==> config.mk <==
export PLATFORM = sky130hd
export DESIGN_NAME = sync_fifo_reader
export DESIGN_NICKNAME = d
export VERILOG_FILES = /design/src/rtl/sync_fifo_reader.sv
export SDC_FILE = /design/constraint.sdc
export NUM_CORES = 1
export LEC_CHECK = 0
export BUFFER_PORTS_ARGS = -buffer_cell sky130_fd_sc_hd__buf_2
export CORE_UTILIZATION = 55
export DETAILED_ROUTE_END_ITERATION = 10
export PLACE_DENSITY = 0.78
export SLEW_MARGIN = 20
export SYNTH_ARGS = -nofsm -noshare
export SYNTH_HDL_FRONTEND = slang
export SYNTH_SLANG_ARGS = --single-unit
==> constraint.sdc <==
create_clock -name clock -period 4.7 [get_ports clock]
set_clock_uncertainty 0.05 [all_clocks]
set_input_delay 0.705 -clock clock [delete_from_list [all_inputs] [get_ports clock]]
set_output_delay 0.705 -clock clock [all_outputs]
set_load 0.02 [all_outputs]
==> src/rtl/sync_fifo_reader.sv <==
// sync_fifo_reader: read-side drain controller for the synchronous FIFO.
// Issues FIFO reads only when data and buffer space exist, hiding the FIFO's
// one-cycle read latency, and re-presents words on a valid/ready stream
// with out_last framing every BURST_LEN words.
//
// Ports:
//   clock, reset        rising-edge clock, synchronous active-high reset
//   enable              permits new FIFO reads (buffer still drains when low)
//   fifo_empty          registered FIFO empty flag
//   fifo_data           FIFO read data, valid the cycle after a read strobe
//   fifo_read_enable    FIFO read strobe
//   out_valid/out_ready stream handshake
//   out_data/out_last   stream word and end-of-frame marker
//   words_sent          accepted-word counter, wraps
//   busy                buffer non-empty or a read in flight
module sync_fifo_reader #(
    parameter int WIDTH       = 8,
    parameter int BURST_LEN   = 16,
    parameter int COUNT_WIDTH = 16
) (
    input  logic                   clock,
    input  logic                   reset,
    input  logic                   enable,
    input  logic                   fifo_empty,
    input  logic [WIDTH-1:0]       fifo_data,
    output logic                   fifo_read_enable,
    output logic                   out_valid,
    input  logic                   out_ready,
    output logic [WIDTH-1:0]       out_data,
    output logic                   out_last,
    output logic [COUNT_WIDTH-1:0] words_sent,
    output logic                   busy
);

    localparam int BEAT_W = (BURST_LEN > 1) ? $clog2(BURST_LEN) : 1;
    localparam logic [BEAT_W-1:0] LAST_BEAT = BEAT_W'(BURST_LEN - 1);

    logic [WIDTH-1:0]  buffer [3];
    logic [1:0]        wp;
    logic [1:0]        rp;
    logic [1:0]        count;
    logic              inflight;
    logic [BEAT_W-1:0] beat;
    logic [2:0]        pending;
    logic              capture;
    logic              fire;

    function automatic logic [1:0] ptr_inc(input logic [1:0] p);
        return (p == 2'd2) ? 2'd0 : p + 2'd1;
    endfunction

    // A read in flight already owns a buffer slot, so it counts
    // against the space check; out_ready never feeds this path.
    assign pending = {1'b0, count} + {2'b0, inflight};

    assign fifo_read_enable = enable && !fifo_empty && !reset
                              && (pending < 3'd3);

    assign capture   = inflight;
    assign out_valid = (count != 2'd0);
    assign out_data  = buffer[rp];
    assign fire      = out_valid && out_ready;
    assign out_last  = out_valid && (beat == LAST_BEAT);
    assign busy      = out_valid || inflight;

    always_ff @(posedge clock) begin
        if (reset) begin
            wp         <= 2'd0;
            rp         <= 2'd0;
            count      <= 2'd0;
            inflight   <= 1'b0;
            beat       <= '0;
            words_sent <= '0;
        end else begin
            inflight <= fifo_read_enable;
            if (capture) begin
                wp <= ptr_inc(wp);
            end
            if (fire) begin
                rp         <= ptr_inc(rp);
                words_sent <= words_sent + 1'b1;
                beat       <= (beat == LAST_BEAT) ? '0 : beat + 1'b1;
            end
            unique case ({capture, fire})
                2'b10:   count <= count + 2'd1;
                2'b01:   count <= count - 2'd1;
                default: count <= count;
            endcase
        end
    end

    // Data storage needs no reset; occupancy alone decides validity,
    // so a word captured alongside reset is simply forgotten.
    always_ff @(posedge clock) begin
        if (capture) begin
            buffer[wp] <= fifo_data;
        end
    end

endmodule

==> results.rst <==
.. list-table::
   :header-rows: 1

   * - Metric
     - Value
   * - Number of setup violations in the final report
     - 0
   * - Portion of the clock cycle consumed by the worst path in the final layout
     - 60.50%
   * - Power density over cell area
     - 347.2 nW/um^2
   * - Required time worst endpoint
     - 3940 ps
   * - Number of port buffers
     - 40
   * - Via count of the first global-routing pass
     - 1331
   * - Distinct cells, synth
     - 35
   * - Maximum frequency from static timing analysis
     - 0.3517 GHz
   * - Part of the Yosys area used for sequential elements
     - 58.89%
   * - Maximum fanout along the worst path
     - 8
   * - Final antenna diode count
     - 0
   * - Max IR drop VDD
     - 214.4 uV
   * - Count of pins on the block boundary
     - 41
   * - Worst Setup End Kind
     - primary output
   * - DR DRC count
     - 0
   * - Die Area
     - 4275 sq um
   * - Buffer levels on the longest clock path
     - 2
   * - # placed instances
     - 279
   * - Average wire per cell in the routed design
     - 12.48 microns
   * - Number of synthesis warnings
     - 0
   * - Post-CTS Repair Setup Buffers
     - 0
   * - Non-Filler Instances
     - 287
   * - Hold path depth
     - 2
   * - Pin count of the biggest net entering global routing
     - 30
   * - TritonCTS Buffers
     - 5
   * - Min-delay worst type
     - flip-flop to flip-flop
   * - Iteration-0 DRC Markers
     - 68
   * - Global-route wire length before repair
     - 5789 microns
   * - WP data arrival
     - 2090 ps
   * - Synth Register Bits
     - 53
   * - Ys flop type
     - dfxtp_1
   * - Chip Width
     - 65.39 microns
   * - Overall power
     - 880.5 uW
   * - Site row count
     - 22
   * - Starting density of the core
     - 59.02%
   * - First-pass iteration count of the detailed router
     - 4
   * - Most frequent cells in the layout
     - 40 x buf_2, 29 x dfxtp_1, 24 x edfxtp_1, 23 x nor2_1, 21 x nand2_1
   * - Async S/R FF share, synth
     - 0%
   * - Commonest non-fill, non-tap cell in the layout
     - buf_2
   * - Insertion delay to the later sink of the worst-skew pair
     - 300 ps
   * - Fraction of layout instances using a drive strength above 1
     - 25.52%
   * - Half-perimeter wire length after detailed placement
     - 2527 microns
   * - Antenna violations before repair
     - 0
   * - Total grt overflow
     - 0
   * - Cell area after technology mapping
     - 2210 sq um
   * - Min Tclk post-route
     - 2843 ps
   * - Crit Path Category
     - flip-flop to primary output
   * - NumNets Final
     - 256
   * - Nets in the synthesized netlist
     - 214
   * - Number of clock sinks seen by CTS
     - 53
   * - RSZ-0062 raised after global routing
     - false
   * - Crit path launch type
     - flip-flop
   * - Number of hold-slack violations in the final timing report
     - 0
   * - # hold bufs at CTS
     - 0
   * - Drt via density
     - 5.178
   * - Tightest Pin Transition
     - 772.5 ps
   * - Remaining max-slew budget at the tightest pin
     - 48.31%
   * - Core area
     - 3744 sq um
   * - Vias
     - 1486
   * - Number of nets with antenna violations after routing
     - 0
   * - Post-cts resize count
     - 0
   * - CTS clock-pin slew for the worst setup and hold paths
     - 90 ps
   * - Relative area change from synthesis to final layout
     - 14.78%
   * - Vert. Die Dim
     - 65.39 microns
   * - Number of max-slew violations in the final report
     - 0
   * - Result of the run
     - completed
   * - Mean area per synthesized cell
     - 11.27 sq um
   * - Gr usage total
     - 18.14%
   * - Worst hold slack across all endpoints
     - 453.5 ps
   * - Instance count of the mapped netlist
     - 196
   * - Master cell of the clock root buffer
     - clkbuf_8
   * - Detailed Route WL
     - 3583 microns
   * - TritonCTS clock tree
     - done
   * - Sum Neg Setup Slack
     - 0 ps
   * - Htree depth
     - 2
   * - Final estimated routing congestion in global placement
     - 0.8435
   * - Static leakage power
     - 0.9425 nW
   * - Number of enable flip-flop cells after synthesis
     - 24
   * - Cells on worst reg2reg path
     - 5
   * - Number of violations of the max-capacitance limit
     - 0
-- Yosys cell counts, drive strengths merged (2+ instances only) --
library cell  number  share of area, %
nor2b              2              0.57
nor2              23               3.9
nor4               4               1.4
edfxtp            24                33
mux2               2               1.0
nand3              5               1.1
inv                4              0.91
clkbuf             5               1.3
or3                5               1.5
mux2i              8               3.6
xnor2             10               4.0
nand4              3               1.1
dfxtp             29                26
xor2               4               1.6
o21ai             13               3.5
a21oi             14               3.2
nor3               6               1.9
ha                 5               2.8
nand2             22               3.9
-- final timing paths --
| kind | slack [ps] | to | start |
|---|---|---|---|
| setup / recovery | 1860 | fifo_read_enable | count[0] |
| hold / removal | 450 | beat[3] | beat[3] |
| setup reg to reg | 2800 | count[1] | count[1] |
| hold reg to reg | 450 | beat[3] | beat[3] |
-- power breakdown --
group / internal, mW / switching [mW] / total (mW)
registers: 0.495 / 0.0235 / 0.518
clock network: 0.108 / 0.148 / 0.257
logic: 0.0440 / 0.0618 / 0.106
-- metal layers --
layer  up-vias  track usage, %  wire length [microns]
met3         4           3.646                    107
met4         0           9.783                     46
met2        29           28.48                   1647
met5         -               0                      0
li1        778               -                      -
met1       675           23.56                   1781
-- logic make-up after synthesis --
group	Yosys count	synth area share, %
AND/OR/NAND/NOR	74	16.87
flip-flops	53	58.89
AO/OA/AOI/OAI	30	8.664
XOR/XNOR	14	5.549
buffers and inverters	10	2.548
multiplexers	10	4.643
adder cells (fa/ha/maj)	5	2.831
-- flip-flops by register name (all words and copies together), names as in the netlist, named ones only --
register	cells
count	2
rp	2
words_sent	16
beat	4
capture	1
buffer	24
wp	2
-- critical path, stage by stage, from the launching register on --
cell and delay (ps):
dfxtp_1 440, ha_1 260, ha_1 170, or4b_2 630
a21oi_1 130, buf_2 170
-- through the flow --
stage	area [sq um]	utilization, %	setup WS, ps
after floorplan	2210	-	2200
after global placement	2441	65.21	1982
after detailed placement	2441	65.21	1949
after CTS	2536	67.75	1833
after global routing	2536	67.75	1784
final	2536	67.75	1857
-- area by class of cell --
class,count,area [sq um]
sequential,53,1301
fill,283,1207
clock buffer,5,68.82
clock inverter,3,26.28
inverter,4,20.02
timing repair buffer,41,207.7
tap,48,60.06
multi-input combinational,133,852.1
No activity file was read; power rests on OpenSTA's default activity.
